==> src/rtl/pipe_ctrl.sv <==
// Pipeline sequencer: merges stall requests, sequences exception/eret flushes, watches for runaway stalls.
// Optional perf counters (stall_cycles, flush_count) are built only when PIPE_CTRL_PERF_EN is defined.
module pipe_ctrl #(
  parameter logic [31:0] EXC_VECTOR = 32'h00000020,
  parameter logic [15:0] TIMEOUT    = 16'd1024
) (
  input  logic        clk,
  input  logic        rst,
  input  logic        stallreq_from_if,
  input  logic        stallreq_from_id,
  input  logic        stallreq_from_ex,
  input  logic        stallreq_from_mem,
  input  logic [31:0] excepttype_i,
  input  logic [31:0] cp0_epc_i,
  output logic [5:0]  stall,
  output logic        flush,
  output logic [31:0] new_pc,
  output logic        stall_timeout,
  output logic [31:0] stall_cycles,
  output logic [31:0] flush_count
);

  typedef enum logic [1:0] {
    RUN    = 2'd0,
    FLUSH  = 2'd1,
    SETTLE = 2'd2
  } state_t;

  localparam logic [31:0] ERET_TYPE = 32'h0000000e;

  state_t      state_q, state_d;
  logic [31:0] epc_q;
  logic [15:0] wd_cnt_q, wd_cnt_d;
  logic        timeout_q, timeout_d;
  logic        exc_det;
  logic [31:0] exc_target;
  logic [5:0]  stall_req;

  // An exception waits until the data bus transfer finishes.
  assign exc_det    = (state_q == RUN) && (excepttype_i != 32'h0) && !stallreq_from_mem;
  assign exc_target = (excepttype_i == ERET_TYPE) ? cp0_epc_i : EXC_VECTOR;

  always_comb begin
    stall_req = 6'b000000;
    if (exc_det || stallreq_from_mem) begin
      stall_req = 6'b011111;
    end else if (stallreq_from_ex) begin
      stall_req = 6'b001111;
    end else if (stallreq_from_id || stallreq_from_if) begin
      stall_req = 6'b000111;
    end
  end

  always_comb begin
    state_d = state_q;
    stall   = 6'b000000;
    flush   = 1'b0;
    new_pc  = 32'h0;
    case (state_q)
      RUN: begin
        stall = stall_req;
        if (exc_det) begin
          state_d = FLUSH;
        end
      end
      FLUSH: begin
        flush   = 1'b1;
        new_pc  = epc_q;
        state_d = SETTLE;
      end
      SETTLE: begin
        stall   = stall_req;
        state_d = RUN;
      end
      default: begin
        state_d = RUN;
      end
    endcase
    // Hold everything quiet while reset is asserted, even if requests are up.
    if (!rst) begin
      stall  = 6'b000000;
      flush  = 1'b0;
      new_pc = 32'h0;
    end
  end

  always_comb begin
    wd_cnt_d  = wd_cnt_q;
    timeout_d = timeout_q;
    if (state_q == FLUSH || stall == 6'b000000) begin
      wd_cnt_d = 16'd0;
    end else begin
      if (wd_cnt_q != TIMEOUT) begin
        wd_cnt_d = wd_cnt_q + 16'd1;
      end
      if (wd_cnt_q == TIMEOUT - 16'd1) begin
        timeout_d = 1'b1;
      end
    end
  end

  always_ff @(posedge clk or negedge rst) begin
    if (!rst) begin
      state_q   <= RUN;
      epc_q     <= 32'h0;
      wd_cnt_q  <= 16'd0;
      timeout_q <= 1'b0;
    end else begin
      state_q   <= state_d;
      wd_cnt_q  <= wd_cnt_d;
      timeout_q <= timeout_d;
      if (exc_det) begin
        epc_q <= exc_target;
      end
    end
  end

  assign stall_timeout = timeout_q;

`ifdef PIPE_CTRL_PERF_EN
  logic [31:0] stall_cycles_q, flush_count_q;

  always_ff @(posedge clk or negedge rst) begin
    if (!rst) begin
      stall_cycles_q <= 32'h0;
      flush_count_q  <= 32'h0;
    end else begin
      if (stall[0]) begin
        stall_cycles_q <= stall_cycles_q + 32'h1;
      end
      if (state_q == FLUSH) begin
        flush_count_q <= flush_count_q + 32'h1;
      end
    end
  end

  assign stall_cycles = stall_cycles_q;
  assign flush_count  = flush_count_q;
`else
  assign stall_cycles = 32'h0;
  assign flush_count  = 32'h0;
`endif

endmodule

==> config.mk <==
export PLATFORM = sky130hd
export DESIGN_NAME = pipe_ctrl
export DESIGN_NICKNAME = d
export VERILOG_FILES = /design/src/rtl/pipe_ctrl.sv
export SDC_FILE = /design/constraint.sdc
export NUM_CORES = 1
export LEC_CHECK = 0
export ABC_AREA = 1
export BUFFER_PORTS_ARGS = -buffer_cell sky130_fd_sc_hd__clkbuf_2
export CAP_MARGIN = 0
export CORE_ASPECT_RATIO = 1.4
export CORE_MARGIN = 2
export CORE_UTILIZATION = 47
export CTS_BUF_LIST = sky130_fd_sc_hd__clkbuf_16
export CTS_CLUSTER_DIAMETER = 40
export CTS_CLUSTER_SIZE = 14
export DETAILED_ROUTE_END_ITERATION = 8
export PLACE_DENSITY_LB_ADDON = 0.25
export SLEW_MARGIN = 30
export SYNTH_ARGS = -nofsm -noshare
export SYNTH_HDL_FRONTEND = slang
export SYNTH_SLANG_ARGS = --single-unit
==> constraint.sdc <==
create_clock -name clk -period 1.7 [get_ports clk]
set_input_delay 0.17 -clock clk [delete_from_list [all_inputs] [get_ports clk]]
set_output_delay 0.17 -clock clk [all_outputs]
set_load 0.005 [all_outputs]
==> impl_metrics.env <==
export IMPL_outcome="complete, no violations"
export IMPL_grt_first_pass_wirelength_um=11800
export IMPL_power_density_nw_per_um2=692
export IMPL_syn_to_final_growth_pct=16.8
export IMPL_setup_viol=0
export IMPL_tightest_slew_ns=0.567
export IMPL_dieHeight_um=106
export IMPL_clock_sinks=51
export IMPL_rsz0062_at_grt="no"
export IMPL_cts_buffers=5
export IMPL_timing_critical_path_cells="inv_1 -> nor2_1 -> nand2_1 -> buf_4 -> nor2_1 -> clkbuf_2"
export IMPL_die_x_um=76.6
export IMPL_synthCells=449
export IMPL_grt_max_degree=45
export IMPL_timing_rr_start="wd_cnt_q[2]"
export IMPL_tns_ns=0
export IMPL_final_util=0.557
export IMPL_fill_cells=722
export IMPL_worst_setup_path_type="flop to primary output"
export IMPL_cpPeakStageDelay_ns=0.37
export IMPL_firstDrtPassIters=4
export IMPL_routed_wl_um=7230
export IMPL_worstPathMaxFanout=14
export IMPL_hold_viol=0
export IMPL_start_util=0.477
export IMPL_fin_worst_skew_ns=0.00677
export IMPL_root_buffer="clkbuf_16"
export IMPL_fmax_mhz=637
export IMPL_hp_class="primary input to async pin"
export IMPL_via_per_inst=4.39
export IMPL_core_area_sq_um=7270
export IMPL_fin_crit_ns=1.57
export IMPL_drcViolationCount=0
export IMPL_vias=2862
export IMPL_crit_arrival_ns=1.40
export IMPL_dp_cells=643
export IMPL_ys_seq_area_frac=0.368
export IMPL_crit_buf_inv=3
export IMPL_syn_area_sq_um=3470
export IMPL_rr_worst_depth=7
export IMPL_yosysWarnings=0
export IMPL_synth_seq_cells=51
export IMPL_portBuffers=108
export IMPL_start_kind="flop"
export IMPL_worstPathRequired_ns=1.53
export IMPL_max_slew_margin=0.622
export IMPL_critPathCaptureType="primary output"
export IMPL_track_usage=0.180
export IMPL_clk_latency_ns=0.29
export IMPL_die_area_sq_um=8100
export IMPL_crit_top_cell="nor2_1"
export IMPL_r2r_slack_ns=0.25
export IMPL_rows=37
export IMPL_fin_cells=652
export IMPL_leakage_uw=0.00202
export IMPL_drtIter0Drc=116
export IMPL_cts_max_path_buffers=2
export IMPL_syn_area_per_cell_sq_um=7.73
export IMPL_cp_top_family="buffers and inverters"
export IMPL_netlist_cell_type_count=27
export IMPL_final_max_slew_viol_count=0
export IMPL_antenna_found_initial=0
export IMPL_yosys_top_cells_area="dfrtp_1, buf_4, nor2_1"
export IMPL_cts_setup_buffers=0
export IMPL_max_cap_viol_count=0
export IMPL_grt_pass1_vias=2628
export IMPL_yosysTopAreaCell="dfrtp_1"
export IMPL_drt_wirelength_per_cell_um=11.1
export IMPL_io_pins=174
export IMPL_synth_top_cell_area_share=0.368
export IMPL_grt_overflow=0
export IMPL_place_hpwl_um=5560
export IMPL_ant_nets=0
export IMPL_fin_crit_sh=0.924
export IMPL_num_antenna_cells=0
export IMPL_slowest_stage="dfrtp_1"
export IMPL_cts_tree="done"
export IMPL_path_clk_slew_ns=0.07
export IMPL_nNetsFinal=626
export IMPL_rr_endpoint="wd_cnt_q[13]"
export IMPL_htree_levels=2
export IMPL_gp_congestion=0.864
export IMPL_fin_hold_ws_ns=0.0601
export IMPL_ir_worst_vdd_v=0.000381
export IMPL_drive_above_1_share=0.323
## cells in the final DEF (no fill, tap or decap)
master / synthesis / routed
clkbuf_2: 1 / 108
o21ai_1: 4 / 4
conb_1: 1 / 65
nand3_1: 38 / 37
dfrtp_1: 51 / 51
clkbuf_16: 0 / 5
dlygate4sd3_1: 0 / 1
inv_1: 55 / 55
nor3_4: 0 / 1
or2_2: 1 / 1
buf_12: 2 / 5
o21ai_2: 28 / 28
xnor2_1: 3 / 3
nand3_2: 0 / 1
xor2_1: 9 / 9
nand4_1: 5 / 5
nor2_1: 86 / 86
inv_2: 1 / 1
o21ai_0: 5 / 5
ha_1: 2 / 2
nand2_1: 47 / 47
inv_6: 0 / 1
nor2_2: 1 / 1
buf_4: 67 / 4
nand2_2: 22 / 20
clkinv_1: 0 / 1
nand2_4: 0 / 2
bufinv_16: 0 / 1
nor4_1: 3 / 3
nor3_1: 2 / 2
## state kept, by name, summed over array words and instances (netlist names)
name / flops
stall_timeout: 1
wd_cnt_q: 16
epc_q: 32
state_q: 2
## cell usage after synthesis (all sizes together)
| master | instances |
|---|---|
| clkbuf | 4 |
| nor4 | 3 |
| nor2 | 87 |
| nand2 | 69 |
| conb | 1 |
| nor3 | 3 |
| buf | 80 |
| nand3 | 38 |
| inv | 56 |
| or2 | 1 |
| nand4 | 5 |
| xnor2 | 3 |
| xor2 | 9 |
| dfrtp | 51 |
| o21ai | 37 |
| ha | 2 |
## through the flow
step	power (uW)	instance area (sq um)	setup WS, ns
after floorplan	1650	3710	0.299
after global placement	1680	3860	0.168
after detailed placement	1680	3860	0.0781
after CTS	2830	4040	0.0542
after global routing	2930	4050	0.00153
final	2800	4050	0.129
## final cells by class
type	instances	area [sq um]	area share
Sequential cell	51	1280	0.315
Clock buffer	5	125	0.0309
Tap cell	97	121	0.0300
Clock inverter	3	42.5	0.0105
Timing Repair Buffer	118	681	0.168
Multi-Input combinational cell	322	1600	0.394
Inverter	56	210	0.0519
## where the power goes
group / internal [uW] / leakage, uW / total, uW / switching, uW
combinational: 152 / 0.00123 / 416 / 264
sequential: 1230 / 0.000701 / 1240 / 14.1
clock: 695 / 0.0000818 / 1140 / 446
total: 2080 / 0.00202 / 2800 / 725
## kinds of logic after synthesis
| family | share of synthesized area |
|---|---|
| AO/OA/AOI/OAI | 0.0837 |
| XOR/XNOR | 0.0303 |
| adder cells (fa/ha/maj) | 0.00721 |
| buffers and inverters | 0.248 |
| flip-flops | 0.368 |
| other | 0.00108 |
| AND/OR/NAND/NOR | 0.262 |
## layer usage
layer	up-vias	global-route usage	part of all wire
met4	0	0.0597	0.010
met3	4	0.0351	0.051
li1	1454	-	-
met2	106	0.310	0.52
met1	1298	0.226	0.42
met5	-	0	0
## how the worst max path moves through the flow
stage | from | end | cells past startpoint
after floorplan | excepttype_i[7] | stall[1] | 10
after global placement | excepttype_i[11] | stall[0] | 10
after detailed placement | excepttype_i[19] | stall[1] | 10
after CTS | state_q[0] | stall[1] | 6
after global routing | state_q[0] | new_pc[10] | 6
final | state_q[0] | new_pc[10] | 6
## worst reg2reg max path, stage by stage, from the launching register on
cell and delay, ns:
dfrtp_1 0.45, nand3_1 0.19, inv_1 0.11, nand2_1 0.12, nor2_2 0.14, nand4_1 0.12
xor2_1 0.16, nor2_1 0.10
## timing repair
action,4_1_cts,5_1_grt
endpoints found under the setup margin,0,3
hold buffers,1,0
endpoints found under the hold margin,7,0
resized for setup,0,2
No activity file was read; power rests on OpenSTA's default activity.
